==> src/rtl/fb_pkg.sv <==
// fb_pkg: shared state encodings, default widths and page-select helper for the frame-buffer arbiter.
package fb_pkg;
  localparam int FB_ADDR_WIDTH = 11;
  localparam int FB_DATA_WIDTH = 48;
  typedef enum logic [1:0] {
    ARB_IDLE = 2'd0,
    ARB_DISP = 2'd1,
    ARB_HOST = 2'd2
  } arb_state_e;
  typedef enum logic {
    SW_IDLE    = 1'b0,
    SW_PENDING = 1'b1
  } sw_state_e;
  // The display reads the front page, the host writes the other one.
  function automatic logic fb_page(input logic front, input logic is_wr);
    return front ^ is_wr;
  endfunction
endpackage

==> src/rtl/fb_rd_pipe.sv <==
// fb_rd_pipe: DEPTH-stage valid/tag delay line marking when a granted read returns from the RAM.
module fb_rd_pipe import fb_pkg::*; #(
  parameter int DEPTH = 2
) (
  input  logic i_clk,
  input  logic i_rst_n,
  input  logic i_tag,
  output logic o_tag
);
  logic [DEPTH-1:0] r_sr;
  always_ff @(posedge i_clk or negedge i_rst_n)
    if (!i_rst_n) r_sr <= '0;
    else r_sr <= {r_sr[DEPTH-2:0], i_tag};
  assign o_tag = r_sr[DEPTH-1];
endmodule

==> src/rtl/fb_arbiter.sv <==
// fb_arbiter: single-port frame-buffer RAM shared by a priority display reader and a starvation-protected host writer.
// Define FB_DOUBLE_BUFFER_EN for front/back page double buffering; otherwise one shown page is used.
module fb_arbiter import fb_pkg::*; #(
  parameter int ADDR_WIDTH   = FB_ADDR_WIDTH,
  parameter int DATA_WIDTH   = FB_DATA_WIDTH,
  parameter int RAM_LAT      = 1,
  parameter int STARVE_LIMIT = 8
) (
  input  logic                  clk_in,
  input  logic                  rst_n,
  input  logic                  rd_req,
  input  logic [ADDR_WIDTH-1:0] rd_addr,
  output logic                  rd_gnt,
  output logic                  rd_valid,
  output logic [DATA_WIDTH-1:0] rd_data,
  input  logic                  wr_valid,
  output logic                  wr_ready,
  input  logic [ADDR_WIDTH-1:0] wr_addr,
  input  logic [DATA_WIDTH-1:0] wr_data,
  input  logic                  swap_req,
  input  logic                  frame_end,
  output logic                  swap_done,
  output logic                  front_page,
  output logic                  ram_en,
  output logic                  ram_we,
  output logic [ADDR_WIDTH:0]   ram_addr,
  output logic [DATA_WIDTH-1:0] ram_wdata,
  input  logic [DATA_WIDTH-1:0] ram_rdata
);
`ifdef FB_DOUBLE_BUFFER_EN
  localparam logic DBL = 1'b1;
`else
  localparam logic DBL = 1'b0;
`endif
  localparam logic [7:0] LIMIT = 8'(STARVE_LIMIT);
  arb_state_e            r_arb, w_arb_next;
  sw_state_e             r_sw, w_sw_next;
  logic [7:0]            r_starve;
  logic                  r_front, r_swap_done;
  logic [ADDR_WIDTH:0]   r_addr;
  logic [DATA_WIDTH-1:0] r_wdata, r_rd_data;
  logic                  w_force_host, w_swap, w_rd_page, w_wr_page, w_tag_out;
  // Without double buffering r_front never toggles, so both requesters land on page 0.
  assign w_rd_page = fb_page(r_front, 1'b0);
  assign w_wr_page = DBL & fb_page(r_front, 1'b1);
  always_comb begin
    w_force_host = (r_starve == LIMIT) & wr_valid;
    rd_gnt       = rd_req & ~w_force_host;
    wr_ready     = wr_valid & (~rd_req | w_force_host);
    w_arb_next   = rd_gnt ? ARB_DISP : wr_ready ? ARB_HOST : ARB_IDLE;
  end
  always_comb begin
    w_swap    = frame_end & ((r_sw == SW_PENDING) | swap_req);
    w_sw_next = (((r_sw == SW_PENDING) | swap_req) & ~frame_end) ? SW_PENDING : SW_IDLE;
  end
  always_ff @(posedge clk_in or negedge rst_n)
    if (!rst_n) begin
      r_arb       <= ARB_IDLE;
      r_sw        <= SW_IDLE;
      r_swap_done <= 1'b0;
      r_front     <= 1'b0;
      r_starve    <= '0;
      r_addr      <= '0;
      r_wdata     <= '0;
      r_rd_data   <= '0;
    end else begin
      r_arb       <= w_arb_next;
      r_sw        <= w_sw_next;
      r_swap_done <= w_swap;
      r_front     <= r_front ^ (w_swap & DBL);
      r_starve    <= (!wr_valid || wr_ready) ? '0 :
                     (rd_gnt && r_starve != LIMIT) ? r_starve + 8'd1 : r_starve;
      if (rd_gnt) r_addr <= {w_rd_page, rd_addr};
      else if (wr_ready) r_addr <= {w_wr_page, wr_addr};
      if (wr_ready) r_wdata <= wr_data;
      if (w_tag_out) r_rd_data <= ram_rdata;
    end
  fb_rd_pipe #(.DEPTH(RAM_LAT + 1)) u_rd_pipe (
    .i_clk   (clk_in),
    .i_rst_n (rst_n),
    .i_tag   (rd_gnt),
    .o_tag   (w_tag_out)
  );
  assign ram_en     = r_arb != ARB_IDLE;
  assign ram_we     = r_arb == ARB_HOST;
  assign ram_addr   = r_addr;
  assign ram_wdata  = r_wdata;
  assign swap_done  = r_swap_done;
  assign front_page = r_front;
  assign rd_valid   = w_tag_out;
  assign rd_data    = w_tag_out ? ram_rdata : r_rd_data;
endmodule

==> config.mk <==
export PLATFORM = sky130hd
export DESIGN_NAME = fb_arbiter
export DESIGN_NICKNAME = d
export VERILOG_FILES = /design/src/rtl/fb_pkg.sv /design/src/rtl/fb_rd_pipe.sv /design/src/rtl/fb_arbiter.sv
export SDC_FILE = /design/constraint.sdc
export NUM_CORES = 1
export LEC_CHECK = 0
export CORE_UTILIZATION = 39
export CTS_CLUSTER_DIAMETER = 50
export DETAILED_ROUTE_END_ITERATION = 8
export PLACE_DENSITY = 0.77
export REMOVE_ABC_BUFFERS = 1
export SLEW_MARGIN = 20
export SYNTH_ARGS = -nofsm -noshare
export SYNTH_HDL_FRONTEND = slang
export SYNTH_SLANG_ARGS = --single-unit
==> constraint.sdc <==
create_clock -name clk_in -period 5.2 [get_ports clk_in]
set_clock_uncertainty 0.1 [all_clocks]
set_input_delay 1.3 -clock clk_in [delete_from_list [all_inputs] [get_ports clk_in]]
set_output_delay 1.3 -clock clk_in [all_outputs]
set_load 0.01 [all_outputs]
# After elaboration in Yosys (flattened, before gate mapping)
# Cells that the tools add are included.
# word_totals
reg_bits	122
latch_bits	0
n_memories	0
ramBits	0
word_cells	36
romBits	0
output_inout_bits	115
in_bits	124
# op_classes
n_mux	8
shifts	0
n_bitwise	10
n_div	0
eq_ne	3
n_mul	0
n_lt_le_gt_ge	0
addsub	1
reduce_logical	6
# ops
cell	n
2-to-1 mux 48 bit	1
2-to-1 mux 12 bit	2
2-to-1 mux 8 bit	2
adder 8 x 1 -> 8 bit, second input constant	1
== test 8 x 4 -> 1 bit, second input constant	1
!= test 8 x 4 -> 1 bit, second input constant	1
nonzero test 2 bit	3
AND 1 bit	5
2-to-1 mux 2 bit	2
inverter 1 bit	3
== test 2 bit, second input constant	1
bitwise OR 1 bit	2
logical AND 1 bit	1
zero test 1 bit	1
logical OR 1 bit	1
2-to-1 mux 1 bit	1

# Longest topological paths before layout
# logic_depth
word_depth	7
depth_mapped	7
ltp_nobuf	5

# By module
# From an unflattened synthesis, not the netlist that was laid out.
# hier_totals
cells_unflattened	296
area_unflattened_um2	4740.8
# by_module_without_submodules
mod	n_inst	area_per_inst_um2	cells_each	seq_area_each_um2
fb_arbiter	1	4690.7	294	2977.9
fb_rd_pipe	1	50.0	2	50.0

# Least setup slack after synthesis
# Ideal clock, no wire load.
# synth_timing
kind	in2out
start	input wr_valid
end	output wr_ready
t_required_ns	3.800
path_stages	4
n_path_buf	2
path_slack_ns	1.786
arrival_ns	2.014
cell_sequence	and4bb_1 a22o_1 buf_6 buf_6
# synth_via
elab_chain_cells	3
# synth_rtl
item	line_no	rtl
start, declared	fb_arbiter.sv:16	input logic wr_valid,
AND 1 bit	fb_arbiter.sv:47	w_force_host = (r_starve == LIMIT) & wr_valid;
bitwise OR 1 bit	fb_arbiter.sv:49	wr_ready = wr_valid & (~rd_req | w_force_host);
AND 1 bit *	fb_arbiter.sv:49	
end, declared	fb_arbiter.sv:17	output logic wr_ready,
# Mark *: on every way between the ends. The rest lies on a longest branch, timed or not.

# Final worst setup path
# Ends and elaborated chain as after synthesis.

==> run_results.csv <==
group,metric,value,unit
floorplanning,die_h,112,um
sta,setup_violations,0,
floorplanning,dieArea,0.0125,mm2
layout,final_util,0.673,
sta,hold_viol,0,
clock_tree,post-cts-setup-buffer-count,0,
yosys,synth_area,0.00470,mm2
clock_tree,ctsResizeCount,0,
worst_setup_path,path_class,"input pin to output pin",
sta,finalCriticalPeriod,4.18,ns
clock_tree,cts_tree,"yes",
route,drt_iter0_markers,112,
yosys,synthTopCellsByArea,"dfrtp_1, mux2_2, mux2_4, buf_2, nor2_1",
sta,drv_slew,0,
route,routedWlPerCell,16.6,um
sta,setup_slack,1.02,ns
layout,final_cell_area,0.00778,mm2
layout,stdcell_count,698,
sta,tns,0,ns
grt,grt_max_degree,62,
yosys,syn_avg_cell_area,15.9,um2
clock_tree,clk_pin_slew,0.05,ns
floorplanning,io_pins,239,
clock_tree,hold_buffers,0,
power_and_ir_drop,power_density,354,mW/mm2
status,violations,"design-rule violations",
layout,multiInputGateArea,0.00161,mm2
route,wirelength,11600,um
sta,maxSlewHeadroom,0.475,
floorplanning,die_x,112,um
layout,regArea,0.00301,mm2
worst_setup_path,cp_common_cell,"clkdlybuf4s50_1",
route,drcViolationCount,20,
clock_tree,cts.htree.levels,4,
power_and_ir_drop,vdd_drop_max,0.000217,V
grt,grt.total_usage,0.199,
grt,overflow,0,
route,vias_per_cell,4.78,
place,placed_cell_area,0.00720,mm2
sta,tightest_slew,0.788,ns
clock_tree,numClockSinks,120,
yosys,synth_seq_cells,120,
route,antenna_left,0,
worst_setup_path,critPathBufInv,3,
yosys,ys_seq_area_frac,0.638,
sta,hold_ws,0.299,ns
place,port-buffer-count,236,
job,cap_violations,0,
grt,antenna_found_initial,0,
layout,area_growth_syn_to_layout,65.3,%
place,place_ws,0.998,ns
worst_setup_path,worstPathRequired,3.80,ns
worst_setup_path,crit_path_max_fanout,13,
layout,final_cell_mix,"clkdlybuf4s50_1, dfrtp_1, mux2_2, clkbuf_16, mux2_4",
place,place_congestion,0.712,
yosys,yosys_warnings,0,
sta,rsz0062_at_grt,"no",
layout,diodes,0,
place,dp_hpwl,8370,um
clock_tree,clock_latency,0.41,ns
worst_setup_path,start_kind,"input pin",
yosys,synth_cells,295,
yosys,yosysTopAreaCellShare,0.638,
yosys,synth.distinct_cells,27,
power_and_ir_drop,p_leak,3.23,nW
place,place_inst,666,
floorplanning,start_util,0.407,
floorplanning,core-area,0.0116,mm2
route,vias,3336,
clock_tree,clock_path_buffers,2,
worst_setup_path,slowest_stage,"clkdlybuf4s50_1",
status,status,"finished with violations",
layout,layout_commonest_cell,"clkdlybuf4s50_1",
layout,finalNetCount,668,
worst_setup_path,crit_chain,"clkdlybuf4s50_1 > buf_4 > a22o_2 > clkdlybuf4s50_1",
route,firstDrtPassIters,6,
worst_hold_path,hold_class,"register to register",
clock_tree,root_buffer,"clkbuf_16",
worst_setup_path,cpPeakStageDelay,0.59,ns
sta,period_share,0.804,
worst_setup_path,cp.arrival,2.78,ns
grt,first_global_vias,3617,
floorplanning,num_rows,39,
worst_setup_path,critical-path-top-delay-family,"buffers and inverters",
worst_setup_path,endpoint_kind,"output pin",
power_and_ir_drop,totalPowerFinal,2.76,mW
grt,grt_pass1_wl,18700,um
sta,clock.fmax,239,MHz
layout,drive_above_1_share,0.290,
clock_tree,numCtsBuffers,17,
layout,fillers,874,
yosys,synth_largest_area_cell,"dfrtp_1",
-- worst register-to-register path, delay by kind of cell (launching register included) --
kind / cells / cell delay, ns
AOI/OAI and AO/OA: 1 / 0.25
muxes: 1 / 0.45
and+or+nand+nor: 1 / 0.30
adders and majority gates: 1 / 0.15
DFF: 1 / 0.41
buffers and inverters: 2 / 0.63
-- Yosys cell counts --
library cell,count
clkbuf_1,3
mux2_4,9
dfrtp_1,120
nand2_1,3
nor2b_1,2
a21oi_1,3
nor2_1,8
o21ai_0,3
buf_1,1
conb_1,1
xor2_1,2
or3_1,3
mux2_2,109
buf_2,6
ha_1,2
xnor2_1,1
a22o_1,1
a21o_1,1
inv_1,5
a31o_2,1
buf_6,2
and4bb_1,1
nor4b_2,1
nand4_1,1
buf_4,2
or2_2,1
nand3_1,3
-- state kept, by name (all words and copies together), names as in the netlist --
| signal | flops |
|---|---|
| r_rd_data | 48 |
| r_starve | 8 |
| r_sw | 1 |
| r_arb | 1 |
| swap_done | 1 |
| ram_wdata | 48 |
| ram_addr | 11 |
| u_rd_pipe.r_sr | 2 |
-- where the power goes --
part | switching (mW) | internal [mW]
Sequential | 0.0513 | 1.04
Clock | 0.409 | 0.709
Combinational | 0.186 | 0.360
-- cell families (layout without fill, tap and decap cells) --
| kind of cell | Yosys count | count (layout) | synth area share |
|---|---|---|---|
| AOI/OAI and AO/OA | 9 | 9 | 0.0117 |
| xor gates and xnor gates | 3 | 3 | 0.00559 |
| adders and majority gates | 2 | 2 | 0.00532 |
| buffers and inverters | 19 | 278 | 0.0215 |
| DFF | 120 | 120 | 0.638 |
| muxes | 118 | 118 | 0.290 |
| other | 1 | 2 | 0.000797 |
| and+or+nand+nor | 23 | 23 | 0.0271 |
-- routing by layer --
layer / GRT usage / up-vias / share of wire
li1: - / 1527 / -
met1: 0.217 / 1628 / 0.37
met2: 0.330 / 161 / 0.50
met3: 0.0920 / 20 / 0.11
met4: 0.0910 / 0 / 0.019
met5: 0 / - / 0
-- worst paths after layout --
kind,startpoint,to,slack (ns),cells past startpoint
min reg2reg,u_rd_pipe.r_sr[0],u_rd_pipe.r_sr[1],0.30,0
min,u_rd_pipe.r_sr[0],u_rd_pipe.r_sr[1],0.30,0
max in group asynchronous,rst_n,ram_wdata[43],3.16,2
min in group asynchronous,rst_n,r_rd_data[32],0.86,1
max reg2reg,r_starve[0],ram_wdata[14],2.79,6
max,wr_valid,wr_ready,1.02,4
-- layout make-up --
class,count,share of cell area
timing repair buffer,241,0.308
sequential,120,0.387
clock buffer,18,0.0565
clock inverter,14,0.0170
multi-input combinational,157,0.206
tap,143,0.0230
inverter,5,0.00241
(Power assumes the default switching activity.)
